--- src/rtl/uart_prog_loader.sv ---
// uart_prog_loader
// 8N1 UART receiver feeding a first-word-fall-through byte FIFO. Once armed,
// received bytes (optionally restricted to Brainfuck opcodes) are streamed to
// the program-load consumer over a valid/ready interface. A terminator byte
// closes the transfer; prog_done pulses once the FIFO has drained.

module uart_prog_loader #(
   parameter int unsigned CLK_HZ     = 12000000,
   parameter int unsigned BAUD       = 115200,
   parameter int unsigned FIFO_DEPTH = 16,
   parameter logic [7:0]  TERM_BYTE  = 8'h00,
   parameter bit          FILTER     = 1'b1
) (
   input  logic        CLK,
   input  logic        resetn,
   input  logic        arm,
   input  logic        uart_rx,
   output logic [7:0]  prog_data,
   output logic        prog_valid,
   input  logic        prog_ready,
   output logic        prog_done,
   output logic        loading,
   output logic        overflow,
   output logic        frame_err,
   output logic [15:0] byte_count
);

   localparam int unsigned DIV   = (CLK_HZ + BAUD / 2) / BAUD;
   localparam int unsigned HALF  = DIV / 2;
   localparam int unsigned CNT_W = $clog2(DIV + 1);
   localparam int unsigned PTR_W = $clog2(FIFO_DEPTH);
   localparam int unsigned OCC_W = PTR_W + 1;

   localparam logic [CNT_W-1:0] DIV_RELOAD  = CNT_W'(DIV - 1);
   localparam logic [CNT_W-1:0] HALF_RELOAD = CNT_W'(HALF - 1);
   localparam logic [CNT_W-1:0] CNT_ZERO    = {CNT_W{1'b0}};
   localparam logic [CNT_W-1:0] CNT_ONE     = CNT_W'(1);
   localparam logic [PTR_W-1:0] PTR_ZERO    = {PTR_W{1'b0}};
   localparam logic [PTR_W-1:0] PTR_ONE     = PTR_W'(1);
   localparam logic [OCC_W-1:0] OCC_ZERO    = {OCC_W{1'b0}};
   localparam logic [OCC_W-1:0] OCC_ONE     = OCC_W'(1);
   localparam logic [OCC_W-1:0] OCC_FULL    = OCC_W'(FIFO_DEPTH);

   // True for the eight Brainfuck command characters.
   function automatic logic is_bf_opcode(input logic [7:0] b);
      logic hit;
      case (b)
         8'h2B, 8'h2D, 8'h3C, 8'h3E, 8'h5B, 8'h5D, 8'h2E, 8'h2C: hit = 1'b1;
         default:                                                hit = 1'b0;
      endcase
      return hit;
   endfunction

   typedef enum logic [1:0] {RX_IDLE, RX_START, RX_DATA, RX_STOP} rx_state_t;
   typedef enum logic [1:0] {LD_OFF, LD_ARMED, LD_DRAIN, LD_DONE} ld_state_t;

   logic             rx_meta_r;
   logic             rx_sync_r;
   rx_state_t        rx_state_r;
   logic [CNT_W-1:0] baud_cnt_r;
   logic [2:0]       bit_idx_r;
   logic [7:0]       shift_r;
   logic             rx_strobe_r;
   logic [7:0]       rx_byte_r;
   logic             frame_err_evt_r;

   ld_state_t        ld_state_r;
   logic             loading_r;
   logic             prog_done_r;
   logic             overflow_r;
   logic             frame_err_r;
   logic [15:0]      byte_count_r;

   logic [7:0]       mem_r [FIFO_DEPTH];
   logic [PTR_W-1:0] wr_ptr_r;
   logic [PTR_W-1:0] rd_ptr_r;
   logic [OCC_W-1:0] fifo_cnt_r;
   logic             fifo_valid_r;

   logic             pop_s;
   logic             push_req_s;
   logic             push_s;
   logic             drop_s;
   logic             term_s;
   logic             full_s;
   logic             arm_accept_s;
   logic [OCC_W-1:0] cnt_next_s;

   // Two-flop synchroniser for the asynchronous serial line (idles high).
   always_ff @(posedge CLK or negedge resetn) begin
      if (!resetn) begin
         rx_meta_r <= 1'b1;
         rx_sync_r <= 1'b1;
      end else begin
         rx_meta_r <= uart_rx;
         rx_sync_r <= rx_meta_r;
      end
   end

   // Receive FSM: mid-bit sampling, baud counter reloaded on every state entry.
   always_ff @(posedge CLK or negedge resetn) begin
      if (!resetn) begin
         rx_state_r      <= RX_IDLE;
         baud_cnt_r      <= CNT_ZERO;
         bit_idx_r       <= 3'd0;
         shift_r         <= 8'h00;
         rx_strobe_r     <= 1'b0;
         rx_byte_r       <= 8'h00;
         frame_err_evt_r <= 1'b0;
      end else begin
         rx_strobe_r     <= 1'b0;
         frame_err_evt_r <= 1'b0;
         case (rx_state_r)
            RX_IDLE: begin
               if (!rx_sync_r) begin
                  rx_state_r <= RX_START;
                  baud_cnt_r <= HALF_RELOAD;
               end
            end
            RX_START: begin
               if (baud_cnt_r == CNT_ZERO) begin
                  baud_cnt_r <= DIV_RELOAD;
                  if (!rx_sync_r) begin
                     rx_state_r <= RX_DATA;
                     bit_idx_r  <= 3'd0;
                  end else begin
                     // Start bit did not survive to mid-bit: treat as a glitch.
                     rx_state_r <= RX_IDLE;
                  end
               end else begin
                  baud_cnt_r <= baud_cnt_r - CNT_ONE;
               end
            end
            RX_DATA: begin
               if (baud_cnt_r == CNT_ZERO) begin
                  baud_cnt_r <= DIV_RELOAD;
                  shift_r    <= {rx_sync_r, shift_r[7:1]};
                  if (bit_idx_r == 3'd7) begin
                     rx_state_r <= RX_STOP;
                  end else begin
                     bit_idx_r <= bit_idx_r + 3'd1;
                  end
               end else begin
                  baud_cnt_r <= baud_cnt_r - CNT_ONE;
               end
            end
            RX_STOP: begin
               if (baud_cnt_r == CNT_ZERO) begin
                  baud_cnt_r <= DIV_RELOAD;
                  rx_state_r <= RX_IDLE;
                  if (rx_sync_r) begin
                     rx_strobe_r <= 1'b1;
                     rx_byte_r   <= shift_r;
                  end else begin
                     frame_err_evt_r <= 1'b1;
                  end
               end else begin
                  baud_cnt_r <= baud_cnt_r - CNT_ONE;
               end
            end
            default: begin
               rx_state_r <= RX_IDLE;
               baud_cnt_r <= DIV_RELOAD;
            end
         endcase
      end
   end

   // Push/pop decisions for the FIFO and the next occupancy.
   always_comb begin
      pop_s        = fifo_valid_r & prog_ready;
      push_req_s   = 1'b0;
      term_s       = 1'b0;
      arm_accept_s = arm & ((ld_state_r == LD_OFF) || (ld_state_r == LD_DONE));
      if ((ld_state_r == LD_ARMED) && rx_strobe_r) begin
         if (rx_byte_r == TERM_BYTE) begin
            term_s = 1'b1;
         end else if ((FILTER == 1'b0) || is_bf_opcode(rx_byte_r)) begin
            push_req_s = 1'b1;
         end else begin
            push_req_s = 1'b0;
         end
      end else begin
         push_req_s = 1'b0;
      end
      full_s = (fifo_cnt_r == OCC_FULL);
      // A pop in the same cycle frees the slot the push needs.
      push_s = push_req_s & (~full_s | pop_s);
      drop_s = push_req_s & full_s & ~pop_s;
      if (arm_accept_s) begin
         cnt_next_s = OCC_ZERO;
      end else begin
         case ({push_s, pop_s})
            2'b10:   cnt_next_s = fifo_cnt_r + OCC_ONE;
            2'b01:   cnt_next_s = fifo_cnt_r - OCC_ONE;
            default: cnt_next_s = fifo_cnt_r;
         endcase
      end
   end

   // FIFO storage and pointers; arming flushes the queue.
   always_ff @(posedge CLK or negedge resetn) begin
      if (!resetn) begin
         for (int i = 0; i < FIFO_DEPTH; i++) begin
            mem_r[i] <= 8'h00;
         end
         wr_ptr_r     <= PTR_ZERO;
         rd_ptr_r     <= PTR_ZERO;
         fifo_cnt_r   <= OCC_ZERO;
         fifo_valid_r <= 1'b0;
      end else begin
         fifo_cnt_r   <= cnt_next_s;
         fifo_valid_r <= (cnt_next_s != OCC_ZERO);
         if (arm_accept_s) begin
            wr_ptr_r <= PTR_ZERO;
            rd_ptr_r <= PTR_ZERO;
         end else begin
            if (push_s) begin
               mem_r[wr_ptr_r] <= rx_byte_r;
               wr_ptr_r        <= wr_ptr_r + PTR_ONE;
            end
            if (pop_s) begin
               rd_ptr_r <= rd_ptr_r + PTR_ONE;
            end
         end
      end
   end

   // Loader FSM with its sticky status flags and delivered-byte counter.
   always_ff @(posedge CLK or negedge resetn) begin
      if (!resetn) begin
         ld_state_r   <= LD_OFF;
         loading_r    <= 1'b0;
         prog_done_r  <= 1'b0;
         overflow_r   <= 1'b0;
         frame_err_r  <= 1'b0;
         byte_count_r <= 16'h0000;
      end else begin
         prog_done_r <= 1'b0;

         if (frame_err_evt_r) begin
            frame_err_r <= 1'b1;
         end else if (arm_accept_s) begin
            frame_err_r <= 1'b0;
         end

         if (arm_accept_s) begin
            overflow_r <= 1'b0;
         end else if (drop_s) begin
            overflow_r <= 1'b1;
         end

         if (arm_accept_s) begin
            byte_count_r <= 16'h0000;
         end else if (pop_s && (byte_count_r != 16'hFFFF)) begin
            byte_count_r <= byte_count_r + 16'h0001;
         end

         case (ld_state_r)
            LD_OFF, LD_DONE: begin
               if (arm) begin
                  ld_state_r <= LD_ARMED;
                  loading_r  <= 1'b1;
               end
            end
            LD_ARMED: begin
               if (term_s) begin
                  ld_state_r <= LD_DRAIN;
               end
            end
            LD_DRAIN: begin
               if (!fifo_valid_r) begin
                  ld_state_r  <= LD_DONE;
                  loading_r   <= 1'b0;
                  prog_done_r <= 1'b1;
               end
            end
            default: begin
               ld_state_r <= LD_OFF;
               loading_r  <= 1'b0;
            end
         endcase
      end
   end

   assign prog_data  = mem_r[rd_ptr_r];
   assign prog_valid = fifo_valid_r;
   assign prog_done  = prog_done_r;
   assign loading    = loading_r;
   assign overflow   = overflow_r;
   assign frame_err  = frame_err_r;
   assign byte_count = byte_count_r;

endmodule
--- config.mk ---
export PLATFORM = sky130hd
export DESIGN_NAME = uart_prog_loader
export DESIGN_NICKNAME = d
export VERILOG_FILES = /design/src/rtl/uart_prog_loader.sv
export SDC_FILE = /design/constraint.sdc
export NUM_CORES = 1
export LEC_CHECK = 0
export CAP_MARGIN = 20
export CORE_ASPECT_RATIO = 0.5
export CORE_MARGIN = 10
export CORE_UTILIZATION = 40
export CTS_CLUSTER_SIZE = 14
export DETAILED_ROUTE_END_ITERATION = 8
export DONT_BUFFER_PORTS = 1
export PLACE_DENSITY_LB_ADDON = 0.2
export SYNTH_ARGS = -nofsm -noshare
export SYNTH_HDL_FRONTEND = slang
export SYNTH_SLANG_ARGS = --single-unit
--- constraint.sdc ---
create_clock -name CLK -period 3.7 [get_ports CLK]
set_input_delay 0.74 -clock CLK [delete_from_list [all_inputs] [get_ports CLK]]
set_output_delay 0.74 -clock CLK [all_outputs]
set_load 0.01 [all_outputs]
Yosys cells after proc, flatten, opt, wreduce, memory -nomap -nowiden
Cells that the tools add are included.
- magnitude comparators: 3
- $mul: 0
- eq/ne operators: 29
- reduce and logical (&&, ||, !) cells: 26
- bitwise logic cells: 11
- shifts and indexed selects: 0
- muxes and demuxes: 56
- $add $sub $neg: 7
- divide/modulo/power cells: 0
- operators with widths (operator ; number):
    $bwmux 128 ; 1
    $eq 8x6->1 const B ; 6
    $bmux 8 s4 ; 1
    $demux 8 s4 ; 1
    $mux 16 ; 2
    $mux 8 ; 3
    $mux 1 ; 22
    $ne 2x2->1 const B ; 10
    $mux 2 ; 9
    $add 16x1->16 const B ; 1
    $eq 8x7->1 const B ; 2
    $mux 4 ; 4
    $ne 16x16->1 const B ; 1
    $mux 7 ; 2
    $pmux 7 s2 ; 1
    $reduce_bool 2->1 ; 7
    $mux 3 ; 4
    $eq 2x2->1 const B ; 5
    $ge 5x5->1 const B ; 2
    $not 4->5 ; 2
    $pmux 5 s2 ; 1
    $reduce_and 5->1 ; 2
    $reduce_and 3->1 ; 3
    $add 4x1->4 const B ; 2
    other kinds (26) ; 38
- memories: 0
- memory bits (read-only): 0
- register bits: 196
- output and inout bits: 29
- RAM bits: 0
- latch bits: 0

Logic depth before layout (Yosys ltp)
- depth after elaboration: 13
- gate-level depth with buffers: 15
- mapped depth without buffers: 14

Worst setup path after synthesis
Ideal clock, no wire load.
- path type: register to register
- from: reg rx_byte_r[2]
- to: reg fifo_valid_r (netlist: prog_valid)
- period minus slack after synthesis: 3087 ps
- data arrival time: 2951 ps
- cell stages (with the launch flop): 15
- path slack: 613 ps
- data required time: 3564 ps
- setup time: 136 ps
- cell sequence: dfrtp_1 > buf_2 > nor4_1 > a31o_2 > buf_2 > nor2_1 > nand2b_1 > ha_1 > inv_1 > fa_1 > nand2b_1 > a21oi_1 > mux2i_1 > xor2_1 > o21ai_0
- cells in the longest elaborated chain, start to end: 13
- elaborated cells between the ends (all ways): 22
- classes of those cells: eq/ne: 10; mux: 8; bitwise: 1; reduce/logical: 3
- ends and longest elaborated chain (what ; line ; RTL):
    start: declaration ; 64 ; logic [7:0] rx_byte_r;
    start signal: assignment ; 153 ; rx_byte_r <= shift_r;
    $eq 8x6->1 / $eq 8x7->1 (equally long branches) ; 47 ; case (b)
    $reduce_or 8->1 ; 47 ;
    $mux 1 ; 47 ;
    $mux 1 ; 176 ; if (rx_byte_r == TERM_BYTE) begin
    $mux 1 ; 175 ; if ((ld_state_r == LD_ARMED) && rx_strobe_r) begin
    $mux 1 ; 178 ; end else if ((FILTER == 1'b0) || is_bf_opcode(rx_byte_r)) begin
    $mux 1 (*) ; 176 ;
    $mux 1 (*) ; 175 ;
    $and 1x1->1 (*) ; 188 ; push_s = push_req_s & (~full_s | pop_s);
    $eq 2x1->1 / $eq 2x2->1 (equally long branches) ; 193 ; case ({push_s, pop_s})
    $pmux 5 s2 (*) ; 193 ;
    $mux 5 (*) ; 190 ; if (arm_accept_s) begin
    $reduce_bool 5->1 (*) ; 213 ; fifo_valid_r <= (cnt_next_s != OCC_ZERO);
    end signal: assignment ; 213 ;
    end: declaration ; 78 ; logic fifo_valid_r;
Every way passes the cells marked *; elsewhere a longest branch is shown, timed or not. The select of a mux whose other input is x is not followed.
A chain may end at the register's enable or synchronous reset.

Final worst setup path
- from: reg rd_ptr_r[0]
- to: out prog_data[7]
- cells in the longest elaborated chain, start to end: 4
- ends and longest elaborated chain (what ; line ; RTL):
    start: declaration ; 76 ; logic [PTR_W-1:0] rd_ptr_r;
    start signal: assignment ; 223 ; rd_ptr_r <= rd_ptr_r + PTR_ONE;
    $not 4->5 (not written as such) ; 286 ; assign prog_data = mem_r[rd_ptr_r];
    $bmux 8 s4 ; 286 ;
    $mux 8 (not written as such) (2 in series) ; 286 ;
    end: declaration ; 18 ; output logic [7:0] prog_data,
No other way between the ends. The select of a mux whose other input is x is not followed.

==> results.py <==
metrics = {
    "run_status": {
        "status": "completed",
    },
    "critical_path": {
        "worstPathMaxFanout": 16,
        "cp_num_cells": 3,
        "regToRegEndpoint": "prog_valid",
        "cp_slowest_cell": "dfrtp_2",
        "crit_top_cell": "mux4_2",
        "crit_family": "multiplexers",
        "crit_chain": "buf_12, mux4_2, mux4_2",
        "max_stage_delay_ns": 0.75,
        "reg2reg_depth": 12,
        "worstSetupPathType": "register to primary output",
        "required_ns": 2.96,
        "worstSetupStartpointType": "register",
        "arrival_ns": 2.55,
        "startpoint": "rd_ptr_r[0]",
        "worstSetupEndpointType": "primary output",
        "cp-endpoint": "prog_data[7]",
        "rr_startpoint": "rx_byte_r[4]",
        "ff2ff_setup_slack_ns": 0.49,
        "cp_num_buf_inv": 1,
    },
    "logic_synthesis": {
        "synth_area_per_cell_um2": 13.3,
        "seq_area_frac_synth_pct": 53.2,
        "synthMuxAreaShare_pct": 24.2,
        "ys_seq_elements": 196,
        "syn_inst": 693,
        "yosys.area_share.simple_pct": 12.1,
        "synth_nets": 714,
        "synth_cell_types": 56,
        "yosysTopAreaCell": "dfrtp_1",
        "yosys.area.top_type_share_pct": 52.7,
        "async_reset_ff_share_pct": 100,
        "synth_ff_type": "dfrtp_1",
        "synthAdderAreaFrac_pct": 2.25,
        "synth_top_family_by_area": "multiplexers",
        "synth_compound_gate_area_share_pct": 4.07,
        "yosys.area_share.xor_xnor_pct": 1.52,
        "ys_warn_count": 0,
        "syn_area_mm2": 0.00922,
        "synth_edf_count": 0,
        "synthTopCellsByArea": "dfrtp_1 53%, mux2_2 13%, mux4_2 9.8%, ha_1 2.0%, nor2_1 1.5%",
    },
    "timing": {
        "worst_slack_ns": 0.409,
        "clock_skew_ns": 0.0110,
        "fin_tns_setup_ns": 0,
        "grt_setup_unrepaired": "false",
        "max_slew_margin_pct": 46.2,
        "finalCritPeriodShare_pct": 88.9,
        "max_freq_ghz": 0.304,
        "setup_violations": 0,
        "finalCriticalPeriod_ns": 3.29,
        "worstMarginPinSlew_ns": 0.808,
        "hold_viol": 0,
        "slew_viol_final": 0,
    },
    "min_path": {
        "hold_path.class": "input pin to asynchronous set/reset pin",
    },
    "floorplan": {
        "io_pins": 34,
        "die_x_um": 235,
        "die_h_um": 127,
        "rows": 39,
        "start_util_pct": 40.5,
        "die-area_mm2": 0.0299,
        "coreArea_mm2": 0.0227,
    },
    "global_routing": {
        "grt_max_degree": 197,
        "globalRouteTotalUtil_pct": 13.9,
        "antenna_found_initial": 0,
        "grt_pass1_vias": 5614,
        "grt_pass1_wl_mm": 32.4,
        "gr-total-overflow": 0,
    },
    "routing": {
        "route.met2.wl_mm": 9.71,
        "drt_iter0_drc": 427,
        "avgRoutedWirePerCell_um": 20.3,
        "wl_met3_um": 607,
        "drc": 0,
        "routed_wirelength_mm": 20.6,
        "via_per_inst": 5.44,
        "dr.pass1.iters": 4,
        "highest_layer": "met4",
        "detail-route-antenna-nets": 0,
        "vias": 5532,
        "wl_met1_mm": 10.0,
    },
    "final_layout": {
        "syn_to_final_growth_pct": 10.8,
        "nets": 720,
        "drive_gt1_share_pct": 32.6,
        "num_antenna_cells": 0,
    },
    "pwr": {
        "ir_drop_mv": 0.264,
        "p_int_mw": 3.41,
        "power_frac_seq_pct": 49.3,
        "leakagePower_nw": 4.88,
        "p_sw_mw": 1.30,
        "p_total_mw": 4.71,
        "clockPowerShare_pct": 36.6,
        "power_frac_comb_pct": 14.1,
        "cellPowerDensity_mw_per_mm2": 461,
        "switching_share_pct": 27.7,
    },
    "clock_tree": {
        "cts_resized": 0,
        "cts_tree": "yes",
        "clock_path_buffers": 2,
        "clock_latency_ns": 0.44,
        "path_clk_slew_ns": 0.07,
        "cts_sinks": 196,
        "cts-root-buf": "clkbuf_16",
        "post_cts_buffers": 0,
        "cts_buffers": 17,
        "htreeDepth": 4,
    },
    "placed_design": {
        "routabilityCongestion": 0.757,
        "pre_cts_slack_ns": 0.500,
        "io_buffers": 0,
        "hpwl_mm": 12.7,
    },
    "run": {
        "max_cap_viol_count": 0,
    },
}
[worst register-to-register path: cells and delay by family (launching register included)]
family / cells / cell delay (ns)
AOI/OAI and AO/OA: 3 / 0.45
xor gates and xnor gates: 1 / 0.21
DFF: 1 / 0.69
buffers and inverters: 1 / 0.10
muxes: 2 / 0.49
and+or+nand+nor: 3 / 0.43
adders and majority gates: 2 / 0.69
[logic make-up (layout without fill, tap and decap cells)]
logic type	count (synthesis)	count (layout)
adders and majority gates	16	16
buffers and inverters	55	71
and+or+nand+nor	189	189
DFF	196	196
xor gates and xnor gates	16	16
muxes	159	159
AOI/OAI and AO/OA	62	62
[cells in the mapped netlist, drive strengths merged (2+ instances only)]
library cell / instances
xor2: 10
xnor2: 6
nand2: 32
or4: 3
nor2b: 14
o211ai: 3
mux4: 40
a22o: 3
nand4b: 2
and3: 3
mux2: 111
nand2b: 6
buf: 16
nor4: 7
mux2i: 8
nand3b: 2
o21ai: 22
nor4b: 3
a21oi: 18
a31oi: 3
o31ai: 3
or3: 8
nand4: 9
nor2: 36
a21o: 2
dfstp: 2
or2: 14
nand3: 21
ha: 15
o41ai: 2
inv: 16
clkbuf: 22
and2: 5
dfrtp: 194
nor3b: 3
and4: 3
nor3: 16
[cell type report]
cell class | instances | area, um^2
inverter | 17 | 63.8
clock buffer | 22 | 444
multi-input combinational | 442 | 4070
clock inverter | 7 | 78.8
tap | 307 | 384
timing repair buffer | 25 | 265
sequential | 196 | 4910
fill | 2099 | 12500
[flip-flops by register name, summed over array words and instances, names as in the netlist, named ones only]
name / count
rd_ptr_r: 4
wr_ptr_r: 4
rx_byte_r: 8
overflow: 1
ld_state_r: 2
bit_idx_r: 3
baud_cnt_r: 7
frame_err: 1
byte_count: 16
shift_r: 8
prog_done: 1
frame_err_evt_r: 1
loading: 1
rx_strobe_r: 1
rx_state_r: 1
rx_sync_r: 1
fifo_cnt_r: 5
rx_meta_r: 1
prog_valid: 1
mem_r: 128
[layout by cell type (no fill, tap or decap), types with 8 or more instances in the layout]
master and n:
nor2_1 36, mux2_2 109, nand2_1 32, a21oi_1 18, or3_1 8, clkbuf_16 17
inv_1 16, mux2i_1 8, nor2b_1 14, dfrtp_1 193, nand3_1 21, o21ai_0 21
mux4_2 40, buf_4 20, nand4_1 9, ha_1 15, or2_2 14, xor2_1 10
[worst min path at each step]
| stage | end | startpoint | slack [ns] |
|---|---|---|---|
| after floorplan | rx_sync_r | rx_meta_r | 0.35 |
| after global placement | rx_sync_r | rx_meta_r | 0.35 |
| after detailed placement | rx_sync_r | rx_meta_r | 0.35 |
| after CTS | wr_ptr_r[2] | resetn | -0.03 |
| after global routing | wr_ptr_r[2] | resetn | 0.1 |
| final | wr_ptr_r[2] | resetn | 0.11 |
[through the flow]
step / utilization (%) / hold WS (ns) / instances / instance area (um^2)
floorplan: - / 0.345 / 693 / 9220
global placement: 42.2 / 0.348 / 983 / 9600
detailed placement: 42.2 / 0.348 / 983 / 9600
CTS: 44.5 / -0.0332 / 1012 / 10100
global route: 44.9 / 0.0975 / 1016 / 10200
finish: 44.9 / 0.109 / 1016 / 10200
[power groups by stage]
| stage | registers [mW] | clock network [mW] | logic, mW |
|---|---|---|---|
| 5_1_grt | 2.34 | 1.85 | 0.748 |
| 3_5_place_dp | 2.37 | 0 | 0.621 |
| 4_1_cts | 2.33 | 1.77 | 0.622 |
| 6_report | 2.32 | 1.72 | 0.665 |
| 3_3_place_gp | 2.37 | 0 | 0.615 |
| 2_1_floorplan | 2.28 | 0 | 0.521 |
[per-layer routing]
metal / track usage (%) / vias to the layer above
met5: 0 / -
met4: 5.66 / 0
met3: 2.74 / 21
met2: 21.9 / 65
met1: 18.7 / 2911
li1: - / 2535
No activity file was read; power rests on OpenSTA's default activity.
